[src/rtl/spi_dev_demux.sv]
// 1:NUM_DEV SPI bus router: latches a target device per transaction, guards CS
// setup/hold around each frame, forwards master pins to one device and counts SCLK edges.
module spi_dev_demux #(
  parameter int   NUM_DEV   = 4,
  parameter int   SEL_W     = 2,
  parameter int   SETUP_CYC = 2,
  parameter int   HOLD_CYC  = 2,
  parameter logic CPOL      = 1'b0,
  parameter int   CNT_W     = 8
) (
  input  logic               clk,
  input  logic               rst_n,
  input  logic               req,
  input  logic [SEL_W-1:0]   sel_in,
  output logic               grant,
  output logic               busy,
  output logic               sel_err,
  output logic [SEL_W-1:0]   cur_sel,
  output logic [CNT_W-1:0]   bit_cnt,
  input  logic               m_cs_n,
  input  logic               m_sclk,
  input  logic               m_mosi,
  output logic               m_miso,
  output logic [NUM_DEV-1:0] dev_cs_n,
  output logic [NUM_DEV-1:0] dev_sclk,
  output logic [NUM_DEV-1:0] dev_mosi,
  input  logic [NUM_DEV-1:0] dev_miso
);

  typedef enum logic [1:0] {
    ST_IDLE   = 2'd0,
    ST_SETUP  = 2'd1,
    ST_ACTIVE = 2'd2,
    ST_HOLD   = 2'd3
  } state_e;

  localparam logic [SEL_W:0] NUM_DEV_L = (SEL_W+1)'(NUM_DEV);
  localparam logic [3:0]     SETUP_LD  = 4'(SETUP_CYC - 1);
  localparam logic [3:0]     HOLD_LD   = 4'(HOLD_CYC - 1);

  state_e           state_q, state_d;
  logic [3:0]       gcnt_q, gcnt_d;
  logic [SEL_W-1:0] cur_sel_q, cur_sel_d;
  logic [CNT_W-1:0] bit_cnt_q, bit_cnt_d;
  logic             sel_err_q, sel_err_d;
  logic             grant_q, grant_d;
  logic             busy_q, busy_d;
  logic             cs_seen_q, cs_seen_d;
  logic             m_cs_n_q, m_cs_n_d;
  logic             m_sclk_q, m_sclk_d;
  logic             sel_ok_s;
  logic             cs_rise_s;
  logic             sclk_rise_s;

  assign sel_ok_s    = ({1'b0, sel_in} < NUM_DEV_L);
  assign cs_rise_s   = m_cs_n & ~m_cs_n_q;
  assign sclk_rise_s = m_sclk & ~m_sclk_q;

  // Next-state, guard counter, device latch and bit counter
  always_comb begin
    state_d   = state_q;
    gcnt_d    = gcnt_q;
    cur_sel_d = cur_sel_q;
    bit_cnt_d = bit_cnt_q;
    sel_err_d = 1'b0;
    cs_seen_d = cs_seen_q;
    m_cs_n_d  = m_cs_n;
    m_sclk_d  = m_sclk;
    case (state_q)
      ST_IDLE: begin
        if (req && sel_ok_s) begin
          cur_sel_d = sel_in;
          bit_cnt_d = '0;
          gcnt_d    = SETUP_LD;
          cs_seen_d = 1'b0;
          state_d   = ST_SETUP;
        end else if (req) begin
          sel_err_d = 1'b1;
        end else begin
          state_d = ST_IDLE;
        end
      end
      ST_SETUP: begin
        if (gcnt_q == 4'd0) begin
          state_d = ST_ACTIVE;
        end else begin
          gcnt_d = gcnt_q - 4'd1;
        end
      end
      ST_ACTIVE: begin
        if (!m_cs_n) begin
          cs_seen_d = 1'b1;
        end else begin
          cs_seen_d = cs_seen_q;
        end
        if (!m_cs_n && sclk_rise_s && (bit_cnt_q != {CNT_W{1'b1}})) begin
          bit_cnt_d = bit_cnt_q + {{(CNT_W-1){1'b0}}, 1'b1};
        end else begin
          bit_cnt_d = bit_cnt_q;
        end
        // A drop of req is honoured only between frames (CS high)
        if ((cs_seen_q && cs_rise_s) || (!req && m_cs_n)) begin
          gcnt_d  = HOLD_LD;
          state_d = ST_HOLD;
        end else begin
          state_d = ST_ACTIVE;
        end
      end
      ST_HOLD: begin
        if (gcnt_q == 4'd0) begin
          state_d = ST_IDLE;
        end else begin
          gcnt_d = gcnt_q - 4'd1;
        end
      end
      default: begin
        state_d = ST_IDLE;
      end
    endcase
    grant_d = (state_d == ST_ACTIVE);
    busy_d  = (state_d != ST_IDLE);
  end

  // Control and status registers
  always_ff @(posedge clk or negedge rst_n) begin
    if (!rst_n) begin
      state_q   <= ST_IDLE;
      gcnt_q    <= 4'd0;
      cur_sel_q <= '0;
      bit_cnt_q <= '0;
      sel_err_q <= 1'b0;
      grant_q   <= 1'b0;
      busy_q    <= 1'b0;
      cs_seen_q <= 1'b0;
      m_cs_n_q  <= 1'b1;
      m_sclk_q  <= 1'b0;
    end else begin
      state_q   <= state_d;
      gcnt_q    <= gcnt_d;
      cur_sel_q <= cur_sel_d;
      bit_cnt_q <= bit_cnt_d;
      sel_err_q <= sel_err_d;
      grant_q   <= grant_d;
      busy_q    <= busy_d;
      cs_seen_q <= cs_seen_d;
      m_cs_n_q  <= m_cs_n_d;
      m_sclk_q  <= m_sclk_d;
    end
  end

  // Zero-latency pin forwarding; only the latched device sees the master in ACTIVE
  always_comb begin
    dev_cs_n = {NUM_DEV{1'b1}};
    dev_sclk = {NUM_DEV{CPOL}};
    dev_mosi = {NUM_DEV{1'b0}};
    m_miso   = 1'b0;
    if (state_q == ST_ACTIVE) begin
      for (int i = 0; i < NUM_DEV; i++) begin
        if (cur_sel_q == SEL_W'(i)) begin
          dev_cs_n[i] = m_cs_n;
          dev_sclk[i] = m_sclk;
          dev_mosi[i] = m_mosi;
          if (!m_cs_n) begin
            m_miso = dev_miso[i];
          end else begin
            m_miso = 1'b0;
          end
        end else begin
          dev_cs_n[i] = 1'b1;
        end
      end
    end else begin
      m_miso = 1'b0;
    end
  end

  assign grant   = grant_q;
  assign busy    = busy_q;
  assign sel_err = sel_err_q;
  assign cur_sel = cur_sel_q;
  assign bit_cnt = bit_cnt_q;

endmodule

[config.mk]
export PLATFORM = sky130hd
export DESIGN_NAME = spi_dev_demux
export DESIGN_NICKNAME = d
export VERILOG_FILES = /design/src/rtl/spi_dev_demux.sv
export SDC_FILE = /design/constraint.sdc
export NUM_CORES = 1
export LEC_CHECK = 0
export ABC_AREA = 1
export BUFFER_PORTS_ARGS = -buffer_cell sky130_fd_sc_hd__buf_2
export CORE_MARGIN = 2
export CORE_UTILIZATION = 54
export CTS_CLUSTER_SIZE = 25
export DETAILED_ROUTE_END_ITERATION = 6
export GPL_TIMING_DRIVEN = 0
export PLACE_DENSITY = 0.85
export SLEW_MARGIN = 20
export SYNTH_ARGS = -nofsm -noshare
export SYNTH_HDL_FRONTEND = slang
export SYNTH_SLANG_ARGS = --single-unit
[constraint.sdc]
create_clock -name clk -period 2.55 [get_ports clk]
set_input_delay 0.765 -clock clk [delete_from_list [all_inputs] [get_ports clk]]
set_output_delay 0.765 -clock clk [all_outputs]
set_load 0.01 [all_outputs]
==> out/metrics.yaml, run 1 <==
hp-class: "in2async"
rrSetupSlack_ns: 1.12
wirelength_um: 2550
syn_nets: 185
fp.dieW_um: 52.1
critPathRequiredTime_ns: 1.79
fin_cells: 239
worstPathCellList: "inv_1 -> nand2_1 -> nor2_2 -> o2111ai_1 -> nand2_1 -> buf_2"
pwr-share-clk_pct: 11.6
drt-pass1-iter-count: 4
arrival_ns: 1.57
area_delta_synth_final_pct: 19.3
fp-row-count: 17
synth_top_area_share_pct: 40.0
hold_buffers: 0
htreeDepth: 1
grt_pass1_vias: 1080
clkLatencyLatePin_ns: 0.30
grt_pass1_wl_um: 4510
post-synth-top-area-cell: "dfrtp_1"
antenna_found_initial: 0
avgSynthCellArea_um2: 7.32
reg2reg_depth: 7
timing.rr.start: "gcnt_q[0]"
drive_above_1_share_pct: 26.5
intPower_uw: 733
power_density_nw_per_um2: 893
fmax_mhz: 427
setup_tns_ns: 0
vdd_ir_drop_max_mv: 0.579
rsz0062_at_grt: "no"
fp.coreArea_um2: 2190
layout_common_cells: "nand2_1 (55), buf_2 (36), inv_1 (23)"
io_buffers: 36
endpoint: "m_miso"
syn_inst: 171
cts_root_buffer: "clkbuf_4"
p_leak_uw: 0.000841
hold_violations: 0
p_seq_share_pct: 38.9
die_h_um: 52.1
ys_ff_latch: 21
finalSetupViolCount: 0
dr.first_iter.drc_count: 35
worst_path_most_repeated_cell: "nand2_1"
place_hpwl_um: 2010
cp_max_fo: 6
post-cts-setup-buffers: 0
outcome: "completed"
cts_resized: 0
die_area_um2: 2720
worstSetupEndpointType: "output pin"
final_core_util_pct: 68.1
worstSetupPathType: "reg2out"
crit_start: "state_q[0]"
nNetsFinal: 226
gp_congestion: 0.793
ios: 38
drv_cap: 0
dpl_cell_area_um2: 1470
synth.area.top_cells: "dfrtp_1 (40%), nand2_1 (17%), nand3_1 (7.2%)"
clkTransAtPathRegs_ns: 0.12
synth_area_um2: 1250
wl_per_cell_um: 10.7
p_sw_uw: 599
start_kind: "register"
ant_nets: 0
fin_worst_skew_ns: 0.00980
timing.final.crit_share_pct: 91.7
ys_warn_count: 0
combPwrFrac_pct: 49.5
initial_core_util_pct: 57.1
cts_buffers: 3
dpl.cell_count: 235
clock_sinks: 21
switching_share_pct: 45.0
vias_per_cell: 4.95
slew_violations: 0
grt_max_degree: 22
ys_types: 26
cts_buffer_depth: 2
vias: 1182
cts_tree: "yes"
reg2reg_to: "busy"
period_needed_ns: 2.34
slowest_stage: "dfrtp_1"
grt_usage_pct: 21.7
cpPeakStageDelay_ns: 0.44
yosysSeqAreaShare_pct: 42.1
final_area_um2: 1490
drc: 0
grt-ovfl-total: 0
final_common_cell: "nand2_1"
antenna_cells: 0
-- through the flow --
| stage | worst slack (ns) | power, µW | hold WS, ns |
|---|---|---|---|
| global route | 0.0279 | 1470 | 0.439 |
| floorplan | 0.614 | 997 | 0.442 |
| finish | 0.211 | 1330 | 0.403 |
| CTS | 0.213 | 1340 | 0.416 |
| detailed placement | 0.333 | 1190 | 0.463 |
| global placement | 0.372 | 1150 | 0.458 |
-- power groups by stage --
stage          registers [µW]  logic (µW)  clock network (µW)
2_1_floorplan             536         461                   0
3_3_place_gp              519         630                   0
3_5_place_dp              527         660                   0
4_1_cts                   520         663                 161
5_1_grt                   533         768                 174
6_report                  518         660                 155
-- final cells by class --
| type | count | area, µm² |
|---|---|---|
| Timing Repair Buffer | 36 | 180 |
| Sequential cell | 21 | 527 |
| Fill cell | 199 | 698 |
| Tap cell | 28 | 35.0 |
| Inverter | 25 | 93.8 |
| Buffer | 3 | 22.5 |
| Multi-Input combinational cell | 122 | 608 |
| Clock buffer | 4 | 26.3 |
-- Yosys cell counts, drive strengths merged --
master   count
ha           2
buf          2
nor3         1
dfstp        1
o21bai       3
inv         25
clkbuf       1
nor2        23
nand3       21
a21oi        1
conb         1
nand2       58
o2111ai      1
nand4        1
or2          1
dfrtp       20
xor2         4
o21ai        5
-- cells by family (layout without fill, tap and decap cells) --
family          count (synthesis)  count (layout)  synth area share [%]
buf+inv                        28              68                  9.30
flops                          21              21                  42.1
xor+xnor                        4               4                  2.80
compound gates                 10              10                  5.20
fa+ha+maj                       2               2                  2.00
simple gates                  105             105                  38.3
other cells                     1               1                 0.300
-- flip-flops by register name, summed over array words and instances, names as in the netlist --
signal / count
state_q: 2
cur_sel: 2
busy: 1
gcnt_q: 4
grant: 1
m_sclk_q: 1
cs_seen_q: 1
bit_cnt: 8
m_cs_n_q: 1
-- worst min path at each step --
stage,start,end,depth (start not counted)
6_report,rst_n,bit_cnt[4],1
5_1_grt,rst_n,bit_cnt[7],1
4_1_cts,rst_n,bit_cnt[3],1
3_5_place_dp,gcnt_q[3],gcnt_q[3],2
3_3_place_gp,gcnt_q[1],gcnt_q[1],2
2_1_floorplan,gcnt_q[1],gcnt_q[1],2
-- per-layer routing --
layer	up-vias	track usage (%)	share of wire, %
met5	-	0	0
met3	2	2.59	4.0
met1	547	28.3	46
met4	0	6.41	0.39
met2	27	37.8	50
li1	606	-	-
-- worst max-delay path, delay by kind of cell (launching register included) --
kind                   cells  cell delay, ns
AO/OA/AOI/OAI              1            0.16
flip-flops                 1            0.44
AND/OR/NAND/NOR            3            0.46
buffers and inverters      2            0.23
(Power assumes the default switching activity.)
==> inputs of run 2 (changes only) <==
--- a/config.mk
+++ b/config.mk
@@ -7,7 +7,6 @@
 export LEC_CHECK = 0
 export ABC_AREA = 1
 export BUFFER_PORTS_ARGS = -buffer_cell sky130_fd_sc_hd__buf_2
-export CORE_MARGIN = 2
 export CORE_UTILIZATION = 54
 export CTS_CLUSTER_SIZE = 25
 export DETAILED_ROUTE_END_ITERATION = 6
==> run 2 against run 1 <==
  * Clock skew shrank 0.0087 ns
  * Worst setup slack got worse by 0.027 ns
  * First-iteration DRC count fell by 23%
  * Wire length unchanged
  * Global-route usage increased by 0.60 points
  * Sequential share of layout area about the same
  * Sequential power about the same
  * Critical path depth stayed put
  * Fmax shrank 1.2%
  * Critical endpoint unchanged
  * Largest cell class unchanged
  * Highest routed layer unchanged
==> out/metrics.yaml, run 2 (same netlist as run 1, synthesis figures left out) <==
combPwrFrac_pct: 49.1
final_common_cell: "nand2_1"
multi_input_area_um2: 608
grt_pass1_wl_um: 4290
p_seq_share_pct: 39.1
dpl_cell_area_um2: 1470
drc: 0
slew_violations: 0
cts_buffer_depth: 2
hp-class: "in2async"
area_delta_synth_final_pct: 19.4
gp_congestion: 0.795
drt-pass1-iter-count: 6
pre_cts_ws_ns: 0.337
largest_reg_flops: 8
grt_pass1_vias: 1040
vias: 1193
layout_common_cells: "nand2_1 (55), buf_2 (36), inv_1 (23)"
slowest_stage: "dfrtp_1"
ant_nets: 0
fmax_mhz: 422
initial_core_util_pct: 57.1
timing.final.ws_setup_ns: 0.183
wl_per_cell_um: 10.7
die_area_um2: 2510
antenna_found_initial: 0
final_core_util_pct: 68.2
pwr-share-clk_pct: 11.8
start_kind: "register"
antenna_cells: 0
grt_max_degree: 22
power_density_nw_per_um2: 891
worstPathCellList: "inv_1 -> nand2_1 -> nor2_2 -> o2111ai_1 -> nand2_1 -> buf_2"
timing.final.crit_share_pct: 92.8
fin_worst_skew_ns: 0.00106
cp_max_fo: 6
crit_family: "simple AND/OR/NAND/NOR gates"
cpPeakStageDelay_ns: 0.45
finalSetupViolCount: 0
intPower_uw: 731
fp-row-count: 17
wirelength_um: 2550
cts_tree: "yes"
clkTransAtPathRegs_ns: 0.11
rsz0062_at_grt: "no"
htreeDepth: 1
clkLatencyLatePin_ns: 0.30
place_hpwl_um: 1970
worstSetupPathType: "reg2out"
outcome: "completed"
post-cts-setup-buffers: 0
critical_path_buf_inv_count: 2
final_area_um2: 1490
fill_cells: 185
setup_tns_ns: 0
arrival_ns: 1.60
io_buffers: 36
switching_share_pct: 45.1
grt_usage_pct: 22.3
power_uw: 1330
hold_violations: 0
fp.dieW_um: 50.1
cts_resized: 0
p_sw_uw: 600
ios: 38
grt-ovfl-total: 0
nNetsFinal: 226
cts_buffers: 3
dr.first_iter.drc_count: 27
hold_buffers: 0
fp.coreArea_um2: 2190
drive_above_1_share_pct: 27.0
clock_sinks: 21
worst_path_most_repeated_cell: "nand2_1"
drv_cap: 0
p_leak_uw: 0.000844
worstSetupEndpointType: "output pin"
register_area_um2: 527
cts_root_buffer: "clkbuf_4"
vias_per_cell: 4.99
critPathRequiredTime_ns: 1.79
period_needed_ns: 2.37
die_h_um: 50.1
vdd_ir_drop_max_mv: 0.591
## run 2: worst reg2reg max path, stage by stage (launching register included)
cell     delay (ns)
dfrtp_1        0.44
ha_1           0.22
nand2_2        0.09
nor2_2         0.13
nand3_2        0.11
nand2_4        0.14
nand2_4        0.09
nand2_1        0.07
nand2_1        0.05
## run 2: per-layer routing
layer,global-route usage [%],wire [µm],up-vias
li1,-,-,606
met1,27.6,1130,545
met2,40.0,1280,37
met3,3.64,115,5
met4,5.71,22,0
met5,0,0,-
## run 2: power by group through the flow
stage / Clock (µW) / Sequential, µW / Combinational (µW)
after global placement: 0 / 520 / 629
after floorplan: 0 / 536 / 461
after detailed placement: 0 / 527 / 654
after global routing: 178 / 533 / 745
final: 157 / 520 / 654
after CTS: 163 / 520 / 658
## run 2: path summary, 6_finish.rpt
| kind | startpoint | end | slack, ns | depth (start not counted) |
|---|---|---|---|---|
| hold / removal | rst_n | bit_cnt[0] | 0.39 | 1 |
| max in group asynchronous | rst_n | m_cs_n_q | 1.82 | 1 |
| setup reg to reg | bit_cnt[1] | bit_cnt[5] | 1.13 | 8 |
| setup / recovery | state_q[0] | m_miso | 0.18 | 6 |
| min in group clk | gcnt_q[3] | gcnt_q[3] | 0.48 | 2 |
| hold reg to reg | gcnt_q[3] | gcnt_q[3] | 0.48 | 2 |
## run 2: final cells by class
cell class / count / area share (%)
buffer: 3 / 1.51
tap: 28 / 2.35
clock buffer: 3 / 1.51
inverter: 25 / 6.28
multi-input combinational: 122 / 40.7
clock inverter: 1 / 0.335
timing repair buffer: 36 / 12.1
sequential: 21 / 35.3
## run 2: per-stage QoR
step / hold slack, ns / std cells
after detailed placement: 0.461 / 235
final: 0.391 / 239
after global placement: 0.459 / 235
after global routing: 0.420 / 239
after CTS: 0.396 / 239
after floorplan: 0.442 / 171
==> inputs of run 3 (changes only) <==
--- a/config.mk
+++ b/config.mk
@@ -7,12 +7,15 @@
 export LEC_CHECK = 0
 export ABC_AREA = 1
 export BUFFER_PORTS_ARGS = -buffer_cell sky130_fd_sc_hd__buf_2
-export CORE_UTILIZATION = 54
+export CELL_PAD_IN_SITES_DETAIL_PLACEMENT = 1
+export CELL_PAD_IN_SITES_GLOBAL_PLACEMENT = 2
+export CORE_UTILIZATION = 29
 export CTS_CLUSTER_SIZE = 25
 export DETAILED_ROUTE_END_ITERATION = 6
 export GPL_TIMING_DRIVEN = 0
-export PLACE_DENSITY = 0.85
+export PLACE_DENSITY = 0.84
 export SLEW_MARGIN = 20
 export SYNTH_ARGS = -nofsm -noshare
 export SYNTH_HDL_FRONTEND = slang
 export SYNTH_SLANG_ARGS = --single-unit
+export TNS_END_PERCENT = 20
==> run 3 against run 2 <==
  * Global-route usage fell by 5.9 points
  * Non-clock buffer count did not move
  * Count of clock-buffer cells in the layout is the same
  * Sequential cell count did not move
  * Worst setup slack gained 0.026 ns
  * Die area rose by 82%
  * Critical path type unchanged
  * Critical endpoint unchanged
  * Highest routed layer unchanged
==> out/metrics.yaml, run 3 (same netlist as run 1, synthesis figures left out) <==
outcome: "completed"
fin_worst_skew_ns: 0.0124
grt_max_degree: 22
fp.coreArea_um2: 4060
cts_tree: "yes"
finalSetupViolCount: 0
arrival_ns: 1.58
dr.first_iter.drc_count: 35
period_needed_ns: 2.34
power_uw: 1430
cts_root_buffer: "clkbuf_8"
vdd_ir_drop_max_mv: 0.501
rsz0062_at_grt: "no"
final_core_util_pct: 38.0
grt-ovfl-total: 0
grt_pass1_wl_um: 5480
wl_per_cell_um: 12.6
fin_cells: 261
fp-row-count: 23
fill_cells: 530
hold_buffers: 0
rrSetupSlack_ns: 1.04
clkTransAtPathRegs_ns: 0.09
layout_common_cells: "nand2_1 (55), buf_2 (36), inv_1 (23)"
crit_family: "simple AND/OR/NAND/NOR gates"
place_hpwl_um: 2640
post-cts-setup-buffers: 0
drive_above_1_share_pct: 27.0
drc: 0
power_density_nw_per_um2: 931
ant_nets: 0
register_area_um2: 527
antenna_cells: 0
cpPeakStageDelay_ns: 0.45
slowest_stage: "dfrtp_1"
grt_pass1_vias: 1183
cts_buffers: 3
worstPathCellList: "inv_1 -> nand2_1 -> nor2_2 -> o2111ai_1 -> nand2_1 -> buf_2"
largest_reg_flops: 8
antenna_found_initial: 0
start_kind: "register"
hold_violations: 0
initial_core_util_pct: 30.8
cts_resized: 0
io_buffers: 36
die_h_um: 67.7
multi_input_area_um2: 608
clkLatencyLatePin_ns: 0.27
nNetsFinal: 226
drt-pass1-iter-count: 4
worstSetupEndpointType: "output pin"
htreeDepth: 1
vias_per_cell: 4.56
area_delta_synth_final_pct: 23.1
die_area_um2: 4580
grt_usage_pct: 16.4
cp_max_fo: 6
ios: 38
max_slew_margin_pct: 66.2
hp-class: "in2async"
final_common_cell: "nand2_1"
p_leak_uw: 0.000852
critPathRequiredTime_ns: 1.79
gp_congestion: 0.725
worstMarginPinSlew_ns: 0.507
slew_violations: 0
clock_sinks: 21
worstSetupPathType: "reg2out"
drv_cap: 0
vias: 1190
timing.final.crit_share_pct: 91.8
cts_buffer_depth: 2
setup_tns_ns: 0
fmax_mhz: 427
worst_path_most_repeated_cell: "nand2_1"
dpl.cell_count: 257
wirelength_um: 3300
fp.dieW_um: 67.7
critical_path_buf_inv_count: 2
run 3: cell types whose count changed in the layout (fill, tap and decap cells not counted):
| cell | change |
|---|---|
| clkbuf_4 | -3 |
| clkbuf_8 | +3 |
run 3: cell type report:
type | count | share of cell area, %
Multi-Input combinational cell | 122 | 39.5
Sequential cell | 21 | 34.2
Timing Repair Buffer | 36 | 11.7
Inverter | 25 | 6.09
Tap cell | 50 | 4.06
Clock buffer | 3 | 2.68
Buffer | 3 | 1.46
Clock inverter | 1 | 0.325
run 3: where the power goes:
group | switching [µW] | internal [µW] | leakage, µW
clock | 119 | 109 | 0.0000255
sequential | 83.2 | 440 | 0.000264
combinational | 450 | 233 | 0.000562
total | 652 | 783 | 0.000852
run 3: stage by stage:
stage / setup WS (ns) / hold slack [ns] / area [µm²]
floorplan: 0.614 / 0.442 / 1250
global placement: 0.360 / 0.458 / 1490
detailed placement: 0.321 / 0.459 / 1490
CTS: 0.194 / 0.465 / 1540
global route: 0.0468 / 0.482 / 1540
finish: 0.209 / 0.449 / 1540
run 3: layer usage:
metal | part of all wire [%] | wire length (µm) | GRT usage (%) | up-vias
met4 | 0.82 | 27 | 3.99 | 0
met3 | 3.3 | 110 | 4.22 | 5
met5 | 0 | 0 | 0 | -
li1 | - | - | - | 600
met2 | 51 | 1680 | 27.1 | 17
met1 | 45 | 1480 | 21.0 | 568
run 3: final timing paths:
path	startpoint	endpoint	cells after the start
worst max-delay path	state_q[0]	m_miso	6
worst min-delay path	rst_n	bit_cnt[3]	1
min in group clk	gcnt_q[3]	gcnt_q[3]	2
worst min register to register	gcnt_q[3]	gcnt_q[3]	2
max in group asynchronous	rst_n	m_cs_n_q	1
worst max register to register	gcnt_q[0]	gcnt_q[2]	8
run 3: worst reg2reg max path, delay by kind of cell (launching register included):
family                     cells  cell delay, ns
and+or+nand+nor                5            0.51
DFF                            1            0.39
buffers and inverters          1            0.10
adders and majority gates      1            0.23
AOI/OAI and AO/OA              1            0.20
